### src/rtl/orv64_fp_sqrt_issue_if.sv
`timescale 1ns/1ps
// Bundle of request, sqrt-core and response signals for orv64_fp_sqrt_issue.
//   slave  : the issue block (accepts requests, drives cores, returns responses)
//   master : the surrounding pipeline plus the single/double sqrt cores
// Signals:
//   req_*          request handshake, operand, precision, rounding mode, tag
//   csr_frm        fcsr.frm used when req_frm selects dynamic rounding
//   kill           pipeline flush
//   sqrt_rs1/frm_dw  operand and DW rounding code fed to both cores
//   sqrt_s_*/d_*   single/double core result and DW status
//   resp_*         response handshake, result, fflags, illegal flag, tag
interface orv64_fp_sqrt_issue_if;
    logic        req_valid;
    logic        req_ready;
    logic [63:0] req_rs1;
    logic        req_is_32;
    logic [2:0]  req_frm;
    logic [4:0]  req_tag;
    logic [2:0]  csr_frm;
    logic        kill;
    logic [63:0] sqrt_rs1;
    logic [2:0]  sqrt_frm_dw;
    logic [63:0] sqrt_s_rd;
    logic [7:0]  sqrt_s_status;
    logic [63:0] sqrt_d_rd;
    logic [7:0]  sqrt_d_status;
    logic        resp_valid;
    logic        resp_ready;
    logic [63:0] resp_rd;
    logic [4:0]  resp_fflags;
    logic        resp_illegal;
    logic [4:0]  resp_tag;

    modport slave (
        input  req_valid, req_rs1, req_is_32, req_frm, req_tag, csr_frm, kill,
               sqrt_s_rd, sqrt_s_status, sqrt_d_rd, sqrt_d_status, resp_ready,
        output req_ready, sqrt_rs1, sqrt_frm_dw,
               resp_valid, resp_rd, resp_fflags, resp_illegal, resp_tag
    );

    modport master (
        output req_valid, req_rs1, req_is_32, req_frm, req_tag, csr_frm, kill,
               sqrt_s_rd, sqrt_s_status, sqrt_d_rd, sqrt_d_status, resp_ready,
        input  req_ready, sqrt_rs1, sqrt_frm_dw,
               resp_valid, resp_rd, resp_fflags, resp_illegal, resp_tag
    );
endinterface

### src/rtl/orv64_fp_sqrt_issue.sv
`timescale 1ns/1ps
// Issue/capture wrapper around multicycle single and double sqrt cores.
// Registers one request, holds the core inputs stable for LATENCY cycles,
// captures the selected core's result and status, and presents a response
// until the consumer takes it. Reserved rounding modes bypass the cores.
// Ports:
//   clk    clock (rising edge)
//   rstn   asynchronous active-low reset
//   bus_io request / core / response signals (slave side)
// LATENCY: cycles the core inputs are held before sampling, legal 1..15.
module orv64_fp_sqrt_issue #(
    parameter int unsigned LATENCY = 2
) (
    input  logic                        clk,
    input  logic                        rstn,
    orv64_fp_sqrt_issue_if.slave        bus_io
);

    typedef enum logic [1:0] {StIdle, StWait, StDone} state_e;

    state_e      state_q, state_d;
    logic [3:0]  cnt_q, cnt_d;
    logic [63:0] rs1_q, rs1_d;
    logic        is_32_q, is_32_d;
    logic [2:0]  frm_dw_q, frm_dw_d;
    logic [4:0]  tag_q, tag_d;
    logic [63:0] rd_q, rd_d;
    logic [4:0]  fflags_q, fflags_d;
    logic        illegal_q, illegal_d;

    logic [2:0]  eff_frm;
    logic [2:0]  eff_frm_dw;
    logic        eff_frm_bad;
    logic [7:0]  status;
    logic        unused_status;

    // 3'b111 in the instruction selects the dynamic mode from fcsr.
    assign eff_frm = (bus_io.req_frm == 3'b111) ? bus_io.csr_frm : bus_io.req_frm;

    // RISC-V RDN/RUP are swapped relative to the DW encoding.
    always_comb begin
        eff_frm_dw  = 3'd0;
        eff_frm_bad = 1'b0;
        case (eff_frm)
            3'd0:    eff_frm_dw = 3'd0;
            3'd1:    eff_frm_dw = 3'd1;
            3'd2:    eff_frm_dw = 3'd3;
            3'd3:    eff_frm_dw = 3'd2;
            3'd4:    eff_frm_dw = 3'd4;
            default: eff_frm_bad = 1'b1;
        endcase
    end

    assign status        = is_32_q ? bus_io.sqrt_s_status : bus_io.sqrt_d_status;
    assign unused_status = ^{status[7:6], status[1:0]};

    always_comb begin
        state_d   = state_q;
        cnt_d     = cnt_q;
        rs1_d     = rs1_q;
        is_32_d   = is_32_q;
        frm_dw_d  = frm_dw_q;
        tag_d     = tag_q;
        rd_d      = rd_q;
        fflags_d  = fflags_q;
        illegal_d = illegal_q;

        case (state_q)
            StIdle: begin
                if (bus_io.req_valid && !bus_io.kill) begin
                    rs1_d    = bus_io.req_rs1;
                    is_32_d  = bus_io.req_is_32;
                    tag_d    = bus_io.req_tag;
                    frm_dw_d = eff_frm_dw;
                    if (eff_frm_bad) begin
                        state_d   = StDone;
                        rd_d      = '0;
                        fflags_d  = '0;
                        illegal_d = 1'b1;
                    end else begin
                        state_d   = StWait;
                        cnt_d     = 4'(LATENCY - 1);
                        illegal_d = 1'b0;
                    end
                end
            end
            StWait: begin
                if (cnt_q == 4'd0) begin
                    rd_d      = is_32_q ? bus_io.sqrt_s_rd : bus_io.sqrt_d_rd;
                    // {NV, DZ, OF, UF, NX}; UF only counts when the result is inexact.
                    fflags_d  = {status[2], 1'b0, status[4], status[3] & status[5], status[5]};
                    illegal_d = 1'b0;
                    state_d   = StDone;
                end else begin
                    cnt_d = cnt_q - 4'd1;
                end
            end
            StDone: begin
                if (bus_io.resp_ready) begin
                    state_d = StIdle;
                end
            end
            default: state_d = StIdle;
        endcase

        // Flush wins over everything, including a response being consumed.
        if (bus_io.kill) begin
            state_d = StIdle;
            cnt_d   = '0;
        end
    end

    always_ff @(posedge clk or negedge rstn) begin
        if (!rstn) begin
            state_q   <= StIdle;
            cnt_q     <= '0;
            rs1_q     <= '0;
            is_32_q   <= 1'b0;
            frm_dw_q  <= '0;
            tag_q     <= '0;
            rd_q      <= '0;
            fflags_q  <= '0;
            illegal_q <= 1'b0;
        end else begin
            state_q   <= state_d;
            cnt_q     <= cnt_d;
            rs1_q     <= rs1_d;
            is_32_q   <= is_32_d;
            frm_dw_q  <= frm_dw_d;
            tag_q     <= tag_d;
            rd_q      <= rd_d;
            fflags_q  <= fflags_d;
            illegal_q <= illegal_d;
        end
    end

    assign bus_io.req_ready    = (state_q == StIdle);
    assign bus_io.resp_valid   = (state_q == StDone);
    assign bus_io.sqrt_rs1     = rs1_q;
    assign bus_io.sqrt_frm_dw  = frm_dw_q;
    assign bus_io.resp_rd      = rd_q;
    assign bus_io.resp_fflags  = fflags_q;
    assign bus_io.resp_illegal = illegal_q;
    assign bus_io.resp_tag     = tag_q;

endmodule

### src/flat_wrapper.sv
// flat-port wrapper written by rule: the top's interface ports become plain ports
module orv64_fp_sqrt_issue_flat 
#(
    parameter int unsigned LATENCY = 2
)
  (clk, rstn, bus_io_req_valid, bus_io_req_rs1, bus_io_req_is_32, bus_io_req_frm, bus_io_req_tag, bus_io_csr_frm, bus_io_kill, bus_io_sqrt_s_rd, bus_io_sqrt_s_status, bus_io_sqrt_d_rd, bus_io_sqrt_d_status, bus_io_resp_ready, bus_io_req_ready, bus_io_sqrt_rs1, bus_io_sqrt_frm_dw, bus_io_resp_valid, bus_io_resp_rd, bus_io_resp_fflags, bus_io_resp_illegal, bus_io_resp_tag);
  orv64_fp_sqrt_issue_if bus_io_i ();
  input  logic clk;
  input  logic rstn;
  input wire logic [$bits(bus_io_i.req_valid)-1:0] bus_io_req_valid;
  input wire logic [$bits(bus_io_i.req_rs1)-1:0] bus_io_req_rs1;
  input wire logic [$bits(bus_io_i.req_is_32)-1:0] bus_io_req_is_32;
  input wire logic [$bits(bus_io_i.req_frm)-1:0] bus_io_req_frm;
  input wire logic [$bits(bus_io_i.req_tag)-1:0] bus_io_req_tag;
  input wire logic [$bits(bus_io_i.csr_frm)-1:0] bus_io_csr_frm;
  input wire logic [$bits(bus_io_i.kill)-1:0] bus_io_kill;
  input wire logic [$bits(bus_io_i.sqrt_s_rd)-1:0] bus_io_sqrt_s_rd;
  input wire logic [$bits(bus_io_i.sqrt_s_status)-1:0] bus_io_sqrt_s_status;
  input wire logic [$bits(bus_io_i.sqrt_d_rd)-1:0] bus_io_sqrt_d_rd;
  input wire logic [$bits(bus_io_i.sqrt_d_status)-1:0] bus_io_sqrt_d_status;
  input wire logic [$bits(bus_io_i.resp_ready)-1:0] bus_io_resp_ready;
  output wire logic [$bits(bus_io_i.req_ready)-1:0] bus_io_req_ready;
  output wire logic [$bits(bus_io_i.sqrt_rs1)-1:0] bus_io_sqrt_rs1;
  output wire logic [$bits(bus_io_i.sqrt_frm_dw)-1:0] bus_io_sqrt_frm_dw;
  output wire logic [$bits(bus_io_i.resp_valid)-1:0] bus_io_resp_valid;
  output wire logic [$bits(bus_io_i.resp_rd)-1:0] bus_io_resp_rd;
  output wire logic [$bits(bus_io_i.resp_fflags)-1:0] bus_io_resp_fflags;
  output wire logic [$bits(bus_io_i.resp_illegal)-1:0] bus_io_resp_illegal;
  output wire logic [$bits(bus_io_i.resp_tag)-1:0] bus_io_resp_tag;
  assign bus_io_i.req_valid = bus_io_req_valid;
  assign bus_io_i.req_rs1 = bus_io_req_rs1;
  assign bus_io_i.req_is_32 = bus_io_req_is_32;
  assign bus_io_i.req_frm = bus_io_req_frm;
  assign bus_io_i.req_tag = bus_io_req_tag;
  assign bus_io_i.csr_frm = bus_io_csr_frm;
  assign bus_io_i.kill = bus_io_kill;
  assign bus_io_i.sqrt_s_rd = bus_io_sqrt_s_rd;
  assign bus_io_i.sqrt_s_status = bus_io_sqrt_s_status;
  assign bus_io_i.sqrt_d_rd = bus_io_sqrt_d_rd;
  assign bus_io_i.sqrt_d_status = bus_io_sqrt_d_status;
  assign bus_io_i.resp_ready = bus_io_resp_ready;
  assign bus_io_req_ready = bus_io_i.req_ready;
  assign bus_io_sqrt_rs1 = bus_io_i.sqrt_rs1;
  assign bus_io_sqrt_frm_dw = bus_io_i.sqrt_frm_dw;
  assign bus_io_resp_valid = bus_io_i.resp_valid;
  assign bus_io_resp_rd = bus_io_i.resp_rd;
  assign bus_io_resp_fflags = bus_io_i.resp_fflags;
  assign bus_io_resp_illegal = bus_io_i.resp_illegal;
  assign bus_io_resp_tag = bus_io_i.resp_tag;
  orv64_fp_sqrt_issue #(.LATENCY(LATENCY)) u_core (.clk(clk), .rstn(rstn), .bus_io(bus_io_i));
endmodule
### config.mk
export PLATFORM = sky130hd
export DESIGN_NAME = orv64_fp_sqrt_issue_flat
export DESIGN_NICKNAME = d
export VERILOG_FILES = /design/src/rtl/orv64_fp_sqrt_issue_if.sv /design/src/rtl/orv64_fp_sqrt_issue.sv /design/src/flat_wrapper.sv
export SDC_FILE = /design/constraint.sdc
export NUM_CORES = 1
export LEC_CHECK = 0
export CAP_MARGIN = 30
export CORE_AREA = 3 3 141 143
export DETAILED_ROUTE_END_ITERATION = 8
export DIE_AREA = 0 0 144 146
export GPL_TIMING_DRIVEN = 0
export PLACE_DENSITY = 0.73
export SLEW_MARGIN = 40
export SYNTH_ARGS = -nofsm -noshare
export SYNTH_HDL_FRONTEND = slang
export SYNTH_SLANG_ARGS = --single-unit
### constraint.sdc
create_clock -name clk -period 2.2 [get_ports clk]
set_clock_uncertainty 0.2 [all_clocks]
set_input_delay 0.33 -clock clk [delete_from_list [all_inputs] [get_ports clk]]
set_output_delay 0.33 -clock clk [all_outputs]
set_load 0.1 [all_outputs]
Word-level counts from Yosys, hierarchy flattened

Cells that the tools add are included.

Register bits after elaboration: 149
Output and inout port bits: 144
Word-level logic and storage cells: 66
Bits of input ports: 225

$add $sub $neg: 1
Mux-type cells: 27
Eq/ne operators: 15
Reductions and logical operators: 13
Bitwise gates (word level): 1

Operators with widths:

| kind                | count |
|---|---|
| $mux 64             | 4 |
| $pmux 64 s2         | 1 |
| $mux 4              | 4 |
| $mux 5              | 3 |
| $pmux 3 s4          | 1 |
| $mux 2              | 5 |
| $pmux 5 s2          | 1 |
| $ne 3x3->1 const B  | 3 |
| $pmux 4 s2          | 1 |
| $reduce_and 4->1    | 2 |
| $eq 3x2->1 const B  | 2 |
| $eq 3x3->1 const B  | 2 |
| $mux 6              | 1 |
| $ne 3x2->1 const B  | 2 |
| $pmux 2 s3          | 1 |
| $reduce_and 3->1    | 2 |
| $reduce_or 5->1     | 1 |
| $logic_not 4->1     | 1 |
| $ne 2x1->1 const B  | 2 |
| $sub 4x1->4 const B | 1 |
| $eq 3x1->1 const B  | 1 |
| $logic_not 3->1     | 1 |
| $mux 1              | 3 |
| $mux 3              | 1 |
| 11 further kinds    | 11 |

Logic depth before layout (Yosys ltp)

Depth after elaboration: 8
Mapped depth: 8
Mapped depth without buffers: 6

Worst setup path after synthesis

OpenSTA, ideal clock, no wires.

Path kind: reg2reg
Start: register u_core.state_q[0]
End: register u_core.state_q[0]
Path buffers: 1
Setup time: 0.119 ns
Data required time: 1.881 ns
Cell stages (with the launch flop): 5
Arrival time: 2.346 ns
Clock period less this slack: 2.665 ns
Setup slack: -0.465 ns
Cells stage by stage: dfrtp_1 -> clkbuf_1 -> nor2_1 -> a21oi_1 -> o21a_1

Word-level cells in the longest chain between the ends: 3
Elaborated cells between the ends (all ways): 9
Those cells by class: eq/ne (5); mux (2); reduce/logical (2)

Ends and longest elaborated chain:

| element                                                            | line                       | text |
|---|---|---|
| start, declared                                                    | orv64_fp_sqrt_issue.sv:21  | `state_e state_q, state_d;` |
| start signal, assigned                                             | orv64_fp_sqrt_issue.sv:115 | `state_q <= StIdle;` |
| start signal, assigned                                             | orv64_fp_sqrt_issue.sv:125 | `state_q <= state_d;` |
| $logic_not 2->1 *                                                  | n/a                        |  |
| named net bus_io_req_ready                                         | flat_wrapper.sv:22         | `output wire logic [$bits(bus_io_i.req_ready)-1:0] bus_io_req_ready;` |
| $ne 3x2->1 (no source line) / $pmux 2 s3 (equally long branches)   | n/a                        |  |
| $reduce_and 3->1 (no source line) / $mux 2 (equally long branches) | n/a                        |  |

The timed path passes the listed nets; every way through them passes the cells marked *.
A chain may end at the register's enable or synchronous reset.

Worst setup path in the final report

Start: register u_core.state_q[1]
End: output port bus_io_resp_valid

Word-level cells in the longest chain between the ends: 1

Ends and longest elaborated chain:

| element       | line                       | text |
|---|---|---|
| $eq 2x2->1    | orv64_fp_sqrt_issue.sv:138 | `assign bus_io.resp_valid = (state_q == StDone);` |
| end, declared | flat_wrapper.sv:25         | `output wire logic [$bits(bus_io_i.resp_valid)-1:0] bus_io_resp_valid;` |

Every way passes these cells.

==> key figures <==
Status
  – Status: finished, final reports clean

Layout
  – Most frequent cells in the layout: clkdlybuf4s50_1, buf_2, dfrtp_1, inv_1, mux2_2
  – ANT cells: 0
  – Layout cells sized above 1: a little under a third
  – Most common cell after layout, fill and taps aside: clkdlybuf4s50_1
  – Post-layout nets: 1145
  – Area growth, synth to finish: 62.5%
  – Finished Core Util: between 50% and 60%

Global routing
  – First-pass GRT wire length: 31.4 mm
  – All-Layer GR Usage: between 10% and 20%
  – GRT overflow: 0
  – Pin count of the biggest net entering global routing: 74
  – Vias in the first global route: 5655
  – Initial antenna violation count: 1

Floorplan
  – FP Rows: 50
  – Core area: approximately 0.019 mm^2
  – Die Ht: 146 um
  – Die area: about 0.021 mm^2
  – Die X: approximately 140 um
  – Top-Level Pins: about 370
  – Starting Density: between 30% and 40%

Hold path
  – Hold Crit Class: primary input to flop

Synth
  – Synth Flop Type: dfrtp_1
  – Asr flop ratio synth: 100%
  – Syn Std Cell Area: 0.00647 mm^2
  – #FFs+latches synth: ~150
  – Syn_nets: 754
  – Syn avg cell area: 12.3 um^2
  – Sequential element share of the synthesized area: 57.2%
  – Yosys warnings: 0
  – Yosys cell types: 42
  – EDFF count, synth: 0
  – Syn Inst Count: between 500 and 600

Clock network
  – Sink Count: approximately 150
  – Total CTS buffers: 17
  – Htree depth: 4
  – Root Buffer: clkbuf_16
  – Clock latency on the worst-skew pair: 410 ps
  – Longest Clk Path Bufs: 2
  – CTS tree: done
  – CTS clk-pin slew, worst paths: 60 ps

Place
  – HPWL Detailed: 16.4 mm
  – Placer Congestion: approximately 0.8
  – Port Buffers: 359
  – DP Worst Slack: -547 ps

STA
  – Tcrit/Tclk final: between 90% and 100%
  – Max Clock Freq: around 470 MHz
  – Worst Tran Pin Value: ~800 ps
  – Fin. max-slew vios: 0
  – Final setup fails: 0
  – Fin worst setup slack: around 90 ps
  – Fin. Hold Viols: 0
  – Slew HR: between 40% and 50%
  – Tmin final: between 2000 and 2500 ps

Setup path
  – Crit Path Category: flop to output pin
  – Crit Path Max Fanout: 10
  – Worst setup SP type: flop
  – Worst EP arrival: 1580 ps
  – Crit end category: output pin
  – WP data required: 1670 ps

Power and ir drop
  – Power per cell area: 1720 mW/mm^2
  – Pleak: slightly below 0.005 uW
  – Worst vdd ir: approximately 1.3 mV
  – Power, Total: 18100 uW

Drt
  – DR WL/cell: 18.2 um
  – Post-DRT Antenna Nets: 0
  – DRT Wirelength: 21.2 mm
  – Via density: about 4.7
  – Drt pass-1 iters: 4
  – DRC Markers: 0
  – Vias: 5470
  – Initial DRC Count: roughly 180

Run
  – Max_cap viols: 0
==> critical path, cell delays in order, from the launching register on <==
cell and delay [ps]:
dfrtp_1 380, buf_2 280, nor2b_2 250, buf_6 250
==> area by class of cell <==
cell class	count	area [um^2]
Buffer	34	204
Tap cell	234	293
Clock inverter	12	180
Clock buffer	18	439
Fill cell	1632	8190
Inverter	75	282
Multi-Input combinational cell	270	2360
Timing Repair Buffer	372	3060
Sequential cell	148	3700
==> metrics by stage <==
step / cell area, um^2 / cells / setup TNS, ps / hold WS [ps]
2_1_floorplan: 6480 / 527 / 0 / -166
3_3_place_gp: 10400 / 1120 / -874030 / 288
3_5_place_dp: 9710 / 1122 / -45700 / -38.6
4_1_cts: 10400 / 1158 / -532 / 124
5_1_grt: 10500 / 1163 / -0.0431 / 126
6_report: 10500 / 1163 / 0 / 102
==> cells in the mapped netlist (3+ instances only) <==
cell,count,area share [%]
buf_4,5,0.58
clkbuf_1,14,0.81
nand2_1,4,0.23
o22ai_1,69,6.7
inv_1,75,4.4
dfrtp_1,148,57
a21oi_1,7,0.54
o21ai_0,6,0.46
mux2i_1,67,10
nor2_1,8,0.46
buf_2,12,0.93
buf_6,3,0.52
mux2_2,71,12
nand2b_1,3,0.29
nor3_1,3,0.23
==> repair_timing <==
action                                 4_1_cts  5_1_grt
setup buffers                                5        4
endpoints found under the hold margin      148        0
cloned                                       0        1
setup endpoints to repair                   96      104
pin swaps                                    1        1
hold buffers                                 1        0
gates resized for setup                      8       21
==> sequential cells by signal, summed over array words and instances (netlist names) <==
signal,cells
u_core.is_32_q,1
u_core.bus_io.resp_tag,5
u_core.bus_io.sqrt_rs1,64
u_core.bus_io.resp_rd,64
u_core.bus_io.sqrt_frm_dw,3
u_core.bus_io.resp_fflags,4
u_core.state_q,2
u_core.bus_io.resp_illegal,1
u_core.cnt_q,4
==> power breakdown <==
| part | switching, uW | total (uW) | internal (uW) |
|---|---|---|---|
| registers | 483 | 4170 | 3680 |
| logic | 8780 | 10800 | 2050 |
| clock network | 1150 | 3080 | 1920 |
==> metal layers <==
layer | global-route usage [%] | up-vias | routed length, um
met1 | 22.2 | 2563 | 8170
met2 | 33.9 | 254 | 10600
met4 | 5.89 | 2 | 397
met5 | 0 | - | 13
met3 | 6.34 | 27 | 1950
li1 | - | 2624 | -
==> path summary, 6_finish.rpt <==
| kind | start | to | slack (ps) | depth (start not counted) |
|---|---|---|---|---|
| setup / recovery | u_core.state_q[1] | bus_io_resp_valid | 90 | 3 |
| hold / removal | bus_io_kill | u_core.state_q[1] | 100 | 2 |
| setup reg to reg | u_core.cnt_q[0] | u_core.bus_io.resp_rd[47] | 100 | 8 |
| hold reg to reg | u_core.bus_io.sqrt_rs1[27] | u_core.bus_io.sqrt_rs1[27] | 300 | 1 |
| max in group asynchronous | rstn | u_core.bus_io.resp_rd[29] | 1080 | 3 |
| min in group asynchronous | rstn | u_core.bus_io.sqrt_rs1[31] | 130 | 2 |
==> cell families after synthesis <==
family | count (synthesis) | share of synthesized area (%)
other cells | 1 | 0.0579
fa+ha+maj | 2 | 0.387
simple gates | 32 | 2.77
xor+xnor | 1 | 0.135
buf+inv | 109 | 7.19
compound gates | 96 | 9.51
flops | 148 | 57.2
mux | 138 | 22.7
Power figures use the tool's default switching activity.
